File: src/rtl/lfsr_crypto_pkg.sv
// Shared types for the chaotic-LFSR pixel crypto path (transmit encrypt and receive decrypt).
package lfsr_crypto_pkg;

  localparam int DATA_W_DEFAULT = 8;

  typedef enum logic [1:0] {
    IDLE = 2'd0,
    RUN  = 2'd1,
    DONE = 2'd2
  } state_t;

  typedef struct packed {
    logic [DATA_W_DEFAULT-1:0] r;
    logic [DATA_W_DEFAULT-1:0] g;
    logic [DATA_W_DEFAULT-1:0] b;
  } rgb_t;

endpackage

File: src/rtl/enc_out_stage.sv
// One-deep valid/ready output register for an encrypted pixel and its address.
module enc_out_stage
  import lfsr_crypto_pkg::*;
#(
  parameter int ADDR_W = 14
) (
  input  logic              clk,
  input  logic              rst,
  input  logic              load,
  input  rgb_t              data_in,
  input  logic [ADDR_W-1:0] addr_in,
  input  logic              out_ready,
  output logic              out_valid,
  output rgb_t              data_out,
  output logic [ADDR_W-1:0] addr_out,
  output logic              slot_free
);

  logic              valid_r;
  rgb_t              data_r;
  logic [ADDR_W-1:0] addr_r;

  assign slot_free = !valid_r || out_ready;
  assign out_valid = valid_r;
  assign data_out  = data_r;
  assign addr_out  = addr_r;

  // Output register: reload on load, clear on drain, otherwise hold stable.
  always_ff @(posedge clk or negedge rst) begin
    if (!rst) begin
      valid_r <= 1'b0;
      data_r  <= '{r: 8'h00, g: 8'h00, b: 8'h00};
      addr_r  <= {ADDR_W{1'b0}};
    end else if (load) begin
      valid_r <= 1'b1;
      data_r  <= data_in;
      addr_r  <= addr_in;
    end else if (valid_r && out_ready) begin
      valid_r <= 1'b0;
    end else begin
      valid_r <= valid_r;
    end
  end

endmodule

File: src/rtl/pixel_encryptor.sv
// Transmit-side pixel encryptor: XORs each RGB pixel with one keystream triple and
// emits the result tagged with its pixel index; one run covers NUM_PIXELS pixels.
module pixel_encryptor
  import lfsr_crypto_pkg::*;
#(
  parameter int NUM_PIXELS = 16384,
  parameter int DATA_W     = lfsr_crypto_pkg::DATA_W_DEFAULT,
  parameter int ADDR_W     = 14
) (
  input  logic              clk,
  input  logic              rst,
  input  logic              start,
  input  logic              pix_valid,
  output logic              pix_ready,
  input  logic [DATA_W-1:0] R_plain,
  input  logic [DATA_W-1:0] G_plain,
  input  logic [DATA_W-1:0] B_plain,
  input  logic              key_valid,
  output logic              key_ready,
  input  logic [DATA_W-1:0] R_random,
  input  logic [DATA_W-1:0] G_random,
  input  logic [DATA_W-1:0] B_random,
  output logic              enc_valid,
  input  logic              enc_ready,
  output logic [DATA_W-1:0] R_enc,
  output logic [DATA_W-1:0] G_enc,
  output logic [DATA_W-1:0] B_enc,
  output logic [ADDR_W-1:0] enc_addr,
  output logic              busy,
  output logic              done
);

  localparam logic [ADDR_W:0]   CNT_LIMIT = (ADDR_W+1)'(NUM_PIXELS);
  localparam logic [ADDR_W-1:0] LAST_ADDR = ADDR_W'(NUM_PIXELS - 1);

  state_t          state_r;
  state_t          state_nxt_s;
  logic [ADDR_W:0] pix_cnt_r;
  logic            busy_r;
  logic            done_r;
  logic            slot_free_s;
  logic            fire_s;
  logic            restart_s;
  logic            last_hs_s;
  rgb_t            xor_s;
  rgb_t            enc_data_s;

  // Plaintext and keystream are consumed together, never one without the other.
  assign fire_s    = (state_r == RUN) && pix_valid && key_valid && slot_free_s
                     && (pix_cnt_r < CNT_LIMIT);
  assign pix_ready = fire_s;
  assign key_ready = fire_s;
  assign restart_s = start && (state_r != RUN);
  assign last_hs_s = (state_r == RUN) && enc_valid && enc_ready && (enc_addr == LAST_ADDR);

  assign xor_s.r = R_plain ^ R_random;
  assign xor_s.g = G_plain ^ G_random;
  assign xor_s.b = B_plain ^ B_random;

  enc_out_stage #(.ADDR_W(ADDR_W)) u_out (
    .clk       (clk),
    .rst       (rst),
    .load      (fire_s),
    .data_in   (xor_s),
    .addr_in   (pix_cnt_r[ADDR_W-1:0]),
    .out_ready (enc_ready),
    .out_valid (enc_valid),
    .data_out  (enc_data_s),
    .addr_out  (enc_addr),
    .slot_free (slot_free_s)
  );

  assign R_enc = enc_data_s.r;
  assign G_enc = enc_data_s.g;
  assign B_enc = enc_data_s.b;
  assign busy  = busy_r;
  assign done  = done_r;

  // Next-state decode; start only takes effect outside RUN.
  always_comb begin
    state_nxt_s = state_r;
    case (state_r)
      IDLE: begin
        if (start) state_nxt_s = RUN;
        else       state_nxt_s = IDLE;
      end
      RUN: begin
        if (last_hs_s) state_nxt_s = DONE;
        else           state_nxt_s = RUN;
      end
      DONE: begin
        if (start) state_nxt_s = RUN;
        else       state_nxt_s = DONE;
      end
      default: state_nxt_s = IDLE;
    endcase
  end

  // State, pixel counter and registered status flags.
  always_ff @(posedge clk or negedge rst) begin
    if (!rst) begin
      state_r   <= IDLE;
      pix_cnt_r <= {(ADDR_W+1){1'b0}};
      busy_r    <= 1'b0;
      done_r    <= 1'b0;
    end else begin
      state_r <= state_nxt_s;
      busy_r  <= (state_nxt_s == RUN);
      done_r  <= (state_nxt_s == DONE);
      if (restart_s) begin
        pix_cnt_r <= {(ADDR_W+1){1'b0}};
      end else if (fire_s) begin
        pix_cnt_r <= pix_cnt_r + {{ADDR_W{1'b0}}, 1'b1};
      end else begin
        pix_cnt_r <= pix_cnt_r;
      end
    end
  end

endmodule

File: config.mk
export PLATFORM = sky130hd
export DESIGN_NAME = pixel_encryptor
export DESIGN_NICKNAME = d
export VERILOG_FILES = /design/src/rtl/lfsr_crypto_pkg.sv /design/src/rtl/enc_out_stage.sv /design/src/rtl/pixel_encryptor.sv
export SDC_FILE = /design/constraint.sdc
export NUM_CORES = 1
export LEC_CHECK = 0
export BUFFER_PORTS_ARGS = -buffer_cell sky130_fd_sc_hd__buf_2
export CORE_ASPECT_RATIO = 0.8
export CORE_MARGIN = 2
export CORE_UTILIZATION = 49
export CTS_CLUSTER_SIZE = 16
export DETAILED_ROUTE_END_ITERATION = 7
export GPL_TIMING_DRIVEN = 0
export PLACE_DENSITY = 0.8
export SLEW_MARGIN = 15
export SYNTH_ARGS = -nofsm -noshare
export SYNTH_HDL_FRONTEND = slang
export SYNTH_SLANG_ARGS = --single-unit
File: constraint.sdc
create_clock -name clk -period 1.92 [get_ports clk]
set_input_delay 0.48 -clock clk [delete_from_list [all_inputs] [get_ports clk]]
set_output_delay 0.48 -clock clk [all_outputs]
set_load 0.01 [all_outputs]
==> results of run 1 <==
critical path, cell delays in order (launching register included):
cell and delay, ps:
dfrtp_1 420, and4bb_2 360, nand3_4 90, inv_4 90
buf_6 100, buf_6 90
cell usage in the layout, fill, tap and decap left out:
cell	synthesis	layout
or3_1	7	7
nand3_4	0	1
mux2_2	1	1
clkbuf_1	4	4
xor2_1	1	1
dfrtp_1	58	56
o22ai_1	2	2
inv_1	5	4
nor3_1	2	2
o31ai_1	4	4
a21oi_1	10	10
and4bb_2	1	1
nand3_1	4	3
dfrtp_2	0	2
nand4_1	8	8
clkinvlp_4	0	2
and3_1	1	1
inv_4	0	1
clkinv_2	0	2
buf_2	6	99
o41a_1	1	1
buf_4	1	9
nor2_1	5	5
o21ai_1	18	18
and2_1	2	2
clkbuf_8	0	12
a2bb2oi_1	2	2
o21ai_0	13	13
nor2b_1	1	1
o211ai_1	1	1
nand2_1	72	72
nand4_2	1	1
xnor2_1	25	25
buf_6	1	3
nand2b_1	2	2
ha_1	1	1
or4_1	5	5
and4_1	1	1
per-layer routing:
| layer | track usage (%) | part of all wire (%) | vias to the layer above |
|---|---|---|---|
| li1 | - | - | 1133 |
| met1 | 28.4 | 42 | 1086 |
| met2 | 37.2 | 50 | 75 |
| met3 | 6.71 | 5.6 | 19 |
| met4 | 9.70 | 2.6 | 0 |
| met5 | 0 | 0 | - |
power by group through the flow:
stage	Clock, mW	Combinational, mW	Sequential, mW
after global routing	1.13	0.152	1.22
after global placement	0	0.134	1.24
after CTS	1.07	0.138	1.22
after detailed placement	0	0.137	1.24
final	1.05	0.135	1.22
after floorplan	0	0.0448	1.25
path summary, 6_finish.rpt:
path                                 endpoint  slack [ps]              start  depth (start not counted)
min reg2reg                 u_out.data_out[0]         480  u_out.data_out[0]                          2
min                              pix_cnt_r[7]         200                rst                          1
max                                 pix_ready         -60         state_r[1]                          5
min in group clk           u_out.data_out[16]         410         R_plain[0]                          3
max reg2reg                     pix_cnt_r[10]          20         state_r[1]                          6
max in group asynchronous        pix_cnt_r[0]        1220                rst                          1
registers in the layout, indices dropped and copies added, names as in the netlist:
register         count
u_out.data_out      24
u_out.out_valid      1
state_r              2
done                 1
u_out.addr_out      14
pix_cnt_r           15
busy                 1
kinds of logic after synthesis:
kind of cell	count (synthesis)	synth area share [%]
AND/OR/NAND/NOR	112	20.1
flip-flops	58	56.0
AO/OA/AOI/OAI	51	11.0
XOR/XNOR	26	8.79
buffers and inverters	17	3.19
multiplexers	1	0.435
adder cells (fa/ha/maj)	1	0.483
per-stage QoR:
step	power (mW)	hold WS [ps]	area (um2)	setup WS, ps	utilization [%]
after detailed placement	1.38	468	3150	-332	62.2
final	2.40	202	3420	-61.4	67.6
after floorplan	1.29	184	2590	25.3	-
after global routing	2.50	255	3420	-116	67.6
after CTS	2.43	211	3420	-104	67.4
after global placement	1.38	457	3150	-308	62.2
layout make-up:
| cell class | count | share of cell area, % |
|---|---|---|
| Clock inverter | 4 | 0.731 |
| Timing Repair Buffer | 104 | 16.0 |
| Tap cell | 62 | 2.27 |
| Multi-Input combinational cell | 191 | 31.2 |
| Buffer | 11 | 1.83 |
| Inverter | 5 | 0.621 |
| Sequential cell | 58 | 42.5 |
| Clock buffer | 12 | 4.82 |
timing repair:
item / in CTS / in global routing
setup endpoints to repair: 2 / 8
gates cloned: 0 / 0
hold buffers: 0 / 0
gates resized for setup: 7 / 3
setup buffers: 6 / 2
pin swaps: 2 / 1
==> summary.txt, run 1 <==
FINISH
-------------------------------------------------------------------------------------
Multi-input gate area in the final layout                                    1070 um2
Number of inserted filler cells in the final layout                               398
Final net count                                                                   435
Antenna cell count                                                                  0
Area growth syn-to-layout                                                       32.2%
Sequential cell area in the final layout                                     1450 um2
Non-filler instance count after layout                                            447
Share of post-route cells with drive strength above 1                           34.8%

POWER
-------------------------------------------------------------------------------------
Internal Power                                                                1.86 mW
Power share of the clock group                                                  43.5%
Leakage dissipation                                                           1.78 nW
Sw power                                                                     0.541 mW
Power Density                                                              702 nW/um2
Switching power share of the total                                              22.5%
Max IR drop VDD                                                              0.570 mV
Reg power frac                                                                  50.8%
Combinational group share of total power                                         5.6%

ROUTE
-------------------------------------------------------------------------------------
Iteration count of the initial detailed-routing pass                                4
Detailed-route DRC error count                                                      0
Via-per-instance ratio                                                           5.17
Remaining antenna violation count after routing                                     0
Total via count in the routed design                                             2313
Violation count after the first detailed-route iteration                          156
Routed WL per cell                                                            14.0 um
Routed wire length                                                            6260 um

WORST SETUP PATH
-------------------------------------------------------------------------------------
Worst Setup Start Kind                                                           flop
Critical path class                                                           reg2out
CP Data Required Time                                                         1440 ps
Maximum net fanout on the critical path                                             5
Data arrival, critical path                                                   1500 ps
Crit. End Element                                                        primary output

STA
-------------------------------------------------------------------------------------
Final critical-path share of the clock period                                    103%
Maximum clock skew at final layout                                            7.98 ps
Achievable clock frequency                                                  0.505 GHz
Post-route worst setup slack                                                 -61.4 ps
Count of endpoints failing hold in the final timing report                          0
Number of endpoints failing setup at the final stage                                1
Post-route setup TNS                                                         -61.4 ps
Transition time of the tightest slew-check pin                                 706 ps
Slew HR                                                                         52.9%
Min cycle time layout                                                         1980 ps
Final Max Tran Viols                                                                0
RSZ-0062 raised after global routing                                             true

DIE
-------------------------------------------------------------------------------------
Die area                                                                     5890 um2
Initial core utilization                                                        51.2%
Std-Cell Rows                                                                      23
IO Pins                                                                            97
Die width                                                                     85.3 um
Height of the die                                                             69.0 um
Area inside the core boundary                                                5060 um2

SYNTHESIS
-------------------------------------------------------------------------------------
Number of enable flip-flop cells after synthesis                                    0
Synthesized netlist net count                                                     321
Sequential area share after synthesis                                           56.0%
Cell taking the most area after synthesis                                     dfrtp_1
Most frequent cell after synthesis                                            nand2_1
Post-synthesis cell area                                                     2590 um2
Instance count of the mapped netlist                                              266
Area fraction of the dominant cell type after synthesis                         56.0%
Dominant cells by area after synthesis                                   dfrtp_1, nand2_1, xnor2_1
Dominant synthesized flop cell                                                dfrtp_1
Most frequent cells after synthesis                                      nand2_1, dfrtp_1, xnor2_1, o21ai_1, o21ai_0
Post-synthesis area per instance                                             9.74 um2
Share of async-settable or async-resettable flops after synthesis                100%
Count of yosys warnings during synthesis                                            0
Number of storage elements in the synthesis netlist                                58
Netlist cell types                                                                 32

PLACEMENT
-------------------------------------------------------------------------------------
HPWL Detailed                                                                 4480 um
Global placer's final weighted congestion                                       0.857
Number of placed cells counting well taps                                         424
Port buffer count                                                                  96

CTS
-------------------------------------------------------------------------------------
Number of buffers created by CTS                                                    9
Clock tree from TritonCTS                                                        done
Cell at the root of the clock tree                                           clkbuf_8
Level count of the clock H-tree                                                     3
Clock-pin slew of the registers on the worst-case setup and hold paths          70 ps
Total number of clock tree sinks                                                   58
Clock latency on the worst-skew pair                                           340 ps
Clock buffer depth                                                                  2

FLOW RUN
-------------------------------------------------------------------------------------
Max-cap violations                                                                  0

GLOBAL ROUTE
-------------------------------------------------------------------------------------
Global-route wire length before repair                                       10500 um
GRT Overall Usage                                                               22.9%
Vias in the first global route                                                   2210
Largest net degree at the start of global routing                                  59
Aggregate global routing overflow                                                   0
Antenna violations before repair                                                    0

STATUS
-------------------------------------------------------------------------------------
Outcome                                                                  finished with violations
Failing checks                                                           negative setup slack

MIN PATH
-------------------------------------------------------------------------------------
Path type of the worst min-delay path                                        in2async

(Power assumes the default switching activity.)
==> run 2, diff against run 1 <==
Settings changed: REMOVE_ABC_BUFFERS set to 1.
==> run 2 against run 1 <==
Combinational power about the same. Register-to-register slack better by 50 ps. The flow now finishes without violations. Wire length down 1.8%. Highest routed layer unchanged.
==> summary.txt, run 2 (same netlist as run 1, synthesis figures left out) <==
STATUS
-------------------------------------------------------------------------------------
Outcome                                                                     completed

WORST SETUP PATH
-------------------------------------------------------------------------------------
Crit-path leading delay family                                           simple AND/OR/NAND/NOR gates
Critical path, cell by cell                                              and4bb_4 -> nand3_4 -> clkinvlp_4 -> buf_2
Maximum net fanout on the critical path                                             3
Worst reg2reg path depth                                                            5
Setup slack on the worst flop-to-flop path                                      70 ps
Worst Setup Start Kind                                                           flop
RR Endpoint                                                              pix_cnt_r[9]
Worst setup path startpoint                                                state_r[1]
CP Data Required Time                                                         1440 ps
Number of buffers and inverters on the critical path                                2
Data arrival, critical path                                                   1410 ps
Slowest stage cell on the critical path                                      and4bb_4
Termination of the worst setup path                                         pix_ready
Worst stage delay on the critical path                                         390 ps
Crit. End Element                                                        primary output
Critical path class                                                           reg2out
Total number of cells along the worst setup path                                    4
Source of the worst register-to-register timing path                       state_r[1]

GLOBAL ROUTE
-------------------------------------------------------------------------------------
Global-route wire length before repair                                       10400 um
GRT Overall Usage                                                               22.5%
Aggregate global routing overflow                                                   0
Vias in the first global route                                                   2224
Antenna violations before repair                                                    0
Largest net degree at the start of global routing                                  59

FINISH
-------------------------------------------------------------------------------------
Number of flip-flops under the largest register name                               24
Final net count                                                                   423
Antenna cell count                                                                  0
Post-route standard cell area excluding fillers                              3410 um2
Area growth syn-to-layout                                                       31.8%
Leading cell type in the layout, fill and taps excluded                         buf_2
Share of post-route cells with drive strength above 1                           34.3%
Most frequent cells in the layout                                        buf_2, nand2_1, dfrtp_1

CTS
-------------------------------------------------------------------------------------
Clock tree from TritonCTS                                                        done
Clock buffer depth                                                                  2
Total number of clock tree sinks                                                   58
Number of buffers created by CTS                                                    9
Cell at the root of the clock tree                                           clkbuf_8
Clock latency on the worst-skew pair                                           330 ps
Level count of the clock H-tree                                                     3
Clock-pin slew of the registers on the worst-case setup and hold paths          60 ps

PLACEMENT
-------------------------------------------------------------------------------------
Port buffer count                                                                  96
HPWL Detailed                                                                 4290 um
Global placer's final weighted congestion                                       0.775
Standard cell area after detailed placement                                  3110 um2
Setup WS pre-CTS                                                              -705 ps

DIE
-------------------------------------------------------------------------------------
Die width                                                                     85.3 um
Area inside the core boundary                                                5060 um2
Die area                                                                     5890 um2
Std-Cell Rows                                                                      23
IO Pins                                                                            97
Initial core utilization                                                        51.2%
Height of the die                                                             69.0 um

ROUTE
-------------------------------------------------------------------------------------
Violation count after the first detailed-route iteration                           84
Total via count in the routed design                                             2265
Via-per-instance ratio                                                           5.21
Met1 Wirelength                                                               2660 um
Routed WL per cell                                                            14.1 um
Remaining antenna violation count after routing                                     0
Total length of routed met3 wires                                              504 um
Routed wire length on met2                                                    2950 um
Detailed-route DRC error count                                                      0
Routed wire length                                                            6140 um
Top routing layer in use                                                         met4
Iteration count of the initial detailed-routing pass                                4

STA
-------------------------------------------------------------------------------------
Final Max Tran Viols                                                                0
Achievable clock frequency                                                  0.528 GHz
Transition time of the tightest slew-check pin                                 710 ps
Post-route worst setup slack                                                  26.5 ps
Final critical-path share of the clock period                                   98.6%
Min cycle time layout                                                         1890 ps
Maximum clock skew at final layout                                            4.78 ps
Count of endpoints failing hold in the final timing report                          0
Number of endpoints failing setup at the final stage                                0
Slew HR                                                                         52.7%
RSZ-0062 raised after global routing                                             true

MIN PATH
-------------------------------------------------------------------------------------
Path type of the worst min-delay path                                        in2async

POWER
-------------------------------------------------------------------------------------
Power Density                                                              759 nW/um2
Max IR drop VDD                                                              0.647 mV
Leakage dissipation                                                           1.74 nW

FLOW RUN
-------------------------------------------------------------------------------------
Max-cap violations                                                                  0

-- run 2: cell types whose count changed in the layout (fill, tap and decap cells not counted), moves of 2 or more --
cell,before,now
bufinv_16,0,2
clkbuf_8,12,10
clkbuf_1,4,1
buf_4,9,6
buf_6,3,0
buf_2,99,95
-- run 2: layer usage --
layer,global-route usage (%),vias up
li1,-,1108
met5,0,-
met1,30.4,1067
met3,8.62,2
met4,4.94,0
met2,34.7,88
-- run 2: worst min path at each step --
stage                       start                 end  slack [ps]  cells past startpoint
2_1_floorplan                 rst                busy         180                      0
3_3_place_gp    u_out.data_out[8]   u_out.data_out[8]         460                      2
3_5_place_dp   u_out.data_out[12]  u_out.data_out[12]         460                      2
4_1_cts                       rst  u_out.addr_out[13]         210                      1
5_1_grt                       rst  u_out.addr_out[13]         240                      1
6_report                      rst  u_out.addr_out[13]         200                      1
-- run 2: final cells by class --
cell class	count	area (um2)
clock buffer	11	141
clock inverter	5	77.6
fill	426	1650
inverter	5	22.5
multi-input combinational	192	1100
sequential	58	1460
tap	62	77.6
timing repair buffer	102	541
-- run 2: where the power goes --
| part | leakage, nW | internal [mW] | switching (mW) | total (mW) |
|---|---|---|---|---|
| logic | 0.840 | 0.0721 | 0.0643 | 0.136 |
| registers | 0.786 | 1.22 | 0 | 1.22 |
| clock network | 0.109 | 0.761 | 0.471 | 1.23 |
| total | 1.74 | 2.06 | 0.536 | 2.59 |
-- run 2: through the flow --
| step | total power [mW] | utilization, % | cells | hold WS [ps] | setup TNS [ps] |
|---|---|---|---|---|---|
| floorplan | 1.29 | - | 254 | 184 | -31980 |
| global placement | 1.38 | 60.9 | 412 | 458 | -66760 |
| detailed placement | 1.38 | 61.5 | 413 | 465 | -6790 |
| CTS | 2.62 | 66.9 | 434 | 210 | 0 |
| global route | 2.70 | 67.4 | 435 | 244 | -105 |
| finish | 2.59 | 67.4 | 435 | 200 | 0 |
-- run 2: what timing repair did --
action	4_1_cts	5_1_grt
cloned	1	0
setup buffers	4	1
endpoints found under the setup margin	22	8
pin swaps	2	0
hold buffers	0	0
resized for setup	3	6
==> run 3, diff against run 2 <==
Settings changed: CORE_UTILIZATION 49 to 51, CTS_BUF_LIST set to sky130_fd_sc_hd__clkbuf_8, PLACE_DENSITY 0.8 to 0.82.
==> run 3 against run 2 <==
Sequential share of layout area shrank 0.11 points. Register-to-register slack gained 30 ps. Worst setup slack lost 23 ps. Critical path depth is the same. Via count grew 1.9%. Power shrank 3.2%. Critical endpoint is now key_ready. Highest routed layer unchanged.
==> summary.txt, run 3 (same netlist as run 1, synthesis figures left out) <==
POWER
-------------------------------------------------------------------------------------
Reg power frac                                                                  48.7%
Sw power                                                                     0.523 mW
Combinational group share of total power                                         5.5%
Internal Power                                                                1.99 mW
Max IR drop VDD                                                              0.580 mV
Leakage dissipation                                                           1.73 nW
Power Density                                                              733 nW/um2
Power share of the clock group                                                  45.8%
Switching power share of the total                                              20.8%

STA
-------------------------------------------------------------------------------------
Slew HR                                                                         53.0%
Maximum clock skew at final layout                                            3.77 ps
Final critical-path share of the clock period                                   99.8%
Final Max Tran Viols                                                                0
Number of endpoints failing setup at the final stage                                0
Min cycle time layout                                                         1920 ps
Post-route worst setup slack                                                  3.65 ps
RSZ-0062 raised after global routing                                             true
Count of endpoints failing hold in the final timing report                          0
Achievable clock frequency                                                  0.522 GHz
Transition time of the tightest slew-check pin                                 705 ps

FINISH
-------------------------------------------------------------------------------------
Most frequent cells in the layout                                        buf_2, nand2_1, dfrtp_1
Number of flip-flops under the largest register name                               24
Share of post-route cells with drive strength above 1                           34.3%
Final net count                                                                   424
Antenna cell count                                                                  0
Fin util                                                                        69.1%
Area growth syn-to-layout                                                       32.0%
Leading cell type in the layout, fill and taps excluded                         buf_2

ROUTE
-------------------------------------------------------------------------------------
Violation count after the first detailed-route iteration                          153
Detailed-route DRC error count                                                      0
Iteration count of the initial detailed-routing pass                                4
Via-per-instance ratio                                                           5.30
Total via count in the routed design                                             2307
Routed WL per cell                                                            14.4 um
Routed wire length                                                            6270 um
Remaining antenna violation count after routing                                     0

CTS
-------------------------------------------------------------------------------------
Number of buffers inserted by hold repair at cts                                    0
Clock-pin slew of the registers on the worst-case setup and hold paths          60 ps
Number of buffers created by CTS                                                    9
Cell at the root of the clock tree                                           clkbuf_8
Level count of the clock H-tree                                                     3
Clock tree from TritonCTS                                                        done
Clock buffer depth                                                                  2
Clock latency on the worst-skew pair                                           340 ps
Total number of clock tree sinks                                                   58

GLOBAL ROUTE
-------------------------------------------------------------------------------------
Largest net degree at the start of global routing                                  59
Antenna violations before repair                                                    0
Vias in the first global route                                                   2059
Aggregate global routing overflow                                                   0
Global-route wire length before repair                                        9560 um
GRT Overall Usage                                                               22.5%

WORST SETUP PATH
-------------------------------------------------------------------------------------
Critical path, cell by cell                                              and4bb_4 -> nand3_4 -> clkinvlp_4 -> buf_6
Critical path class                                                           reg2out
Worst stage delay on the critical path                                         400 ps
Crit. End Element                                                        primary output
CP Data Required Time                                                         1440 ps
Crit-path leading delay family                                           simple AND/OR/NAND/NOR gates
Total number of cells along the worst setup path                                    4
Worst reg2reg path depth                                                            5
Slowest stage cell on the critical path                                      and4bb_4
Data arrival, critical path                                                   1440 ps
Number of buffers and inverters on the critical path                                2
Worst Setup Start Kind                                                           flop
Maximum net fanout on the critical path                                             4

PLACEMENT
-------------------------------------------------------------------------------------
Port buffer count                                                                  96
HPWL Detailed                                                                 3830 um
Global placer's final weighted congestion                                       0.763
Setup WS pre-CTS                                                              -853 ps

DIE
-------------------------------------------------------------------------------------
Std-Cell Rows                                                                      23
Die width                                                                     83.7 um
IO Pins                                                                            97
Die area                                                                     5670 um2
Height of the die                                                             67.8 um
Area inside the core boundary                                                4950 um2
Initial core utilization                                                        52.4%

STATUS
-------------------------------------------------------------------------------------
Outcome                                                                     completed

MIN PATH
-------------------------------------------------------------------------------------
Path type of the worst min-delay path                                        in2async

FLOW RUN
-------------------------------------------------------------------------------------
Max-cap violations                                                                  0

run 3: cell types whose count changed in the layout (fill, tap and decap cells not counted), sizes merged:
cell,delta
bufinv,-1
clkbuf,+1
inv,+1
clkinv,-1
clkinvlp,-1
nand3,+1
run 3: power groups by stage:
stage	combinational, mW	clock, mW	sequential, mW
global placement	0.134	0	1.24
floorplan	0.0448	0	1.25
finish	0.137	1.15	1.22
CTS	0.138	1.16	1.22
detailed placement	0.136	0	1.24
global route	0.153	1.22	1.22
run 3: per-layer routing:
metal | vias to the layer above | wire [um] | GRT usage (%)
met4 | 0 | 75 | 8.06
met3 | 9 | 489 | 8.92
li1 | 1118 | - | -
met1 | 1090 | 2690 | 28.8
met5 | - | 0 | 0
met2 | 90 | 3010 | 35.2
run 3: path summary, 6_finish.rpt:
| path | start | end | slack [ps] |
|---|---|---|---|
| setup / recovery | pix_cnt_r[14] | key_ready | 4 |
| hold / removal | rst | u_out.addr_out[13] | 200 |
| setup reg to reg | pix_cnt_r[14] | pix_cnt_r[13] | 100 |
| hold reg to reg | u_out.data_out[7] | u_out.data_out[7] | 480 |
| max in group asynchronous | rst | pix_cnt_r[1] | 1220 |
| min in group clk | B_plain[6] | u_out.data_out[6] | 420 |
run 3: timing repair:
| action | CTS | global route |
|---|---|---|
| endpoints found under the setup margin | 19 | 38 |
| gates resized for setup | 4 | 7 |
| buffers inserted | 5 | 1 |
| pin swaps | 2 | 1 |
| cloned | 2 | 0 |
run 3: per-stage QoR:
| stage | instances | power [mW] | setup TNS (ps) | instance area [um2] | hold WS, ps |
|---|---|---|---|---|---|
| after floorplan | 254 | 1.29 | -31980 | 2530 | 184 |
| after global placement | 412 | 1.38 | -67940 | 3090 | 457 |
| after detailed placement | 412 | 1.38 | -7940 | 3100 | 470 |
| after CTS | 434 | 2.52 | 0 | 3370 | 215 |
| after global routing | 435 | 2.59 | -143 | 3420 | 244 |
| final | 435 | 2.51 | 0 | 3420 | 199 |
run 3: area by class of cell:
class	count	area, um2
clock buffers	12	165
clock inverters	3	38.8
fillers	375	1530
inverters	5	22.5
multi-input cells	193	1120
flip-flops and latches	58	1450
well taps	62	77.6
repair buffers	102	541
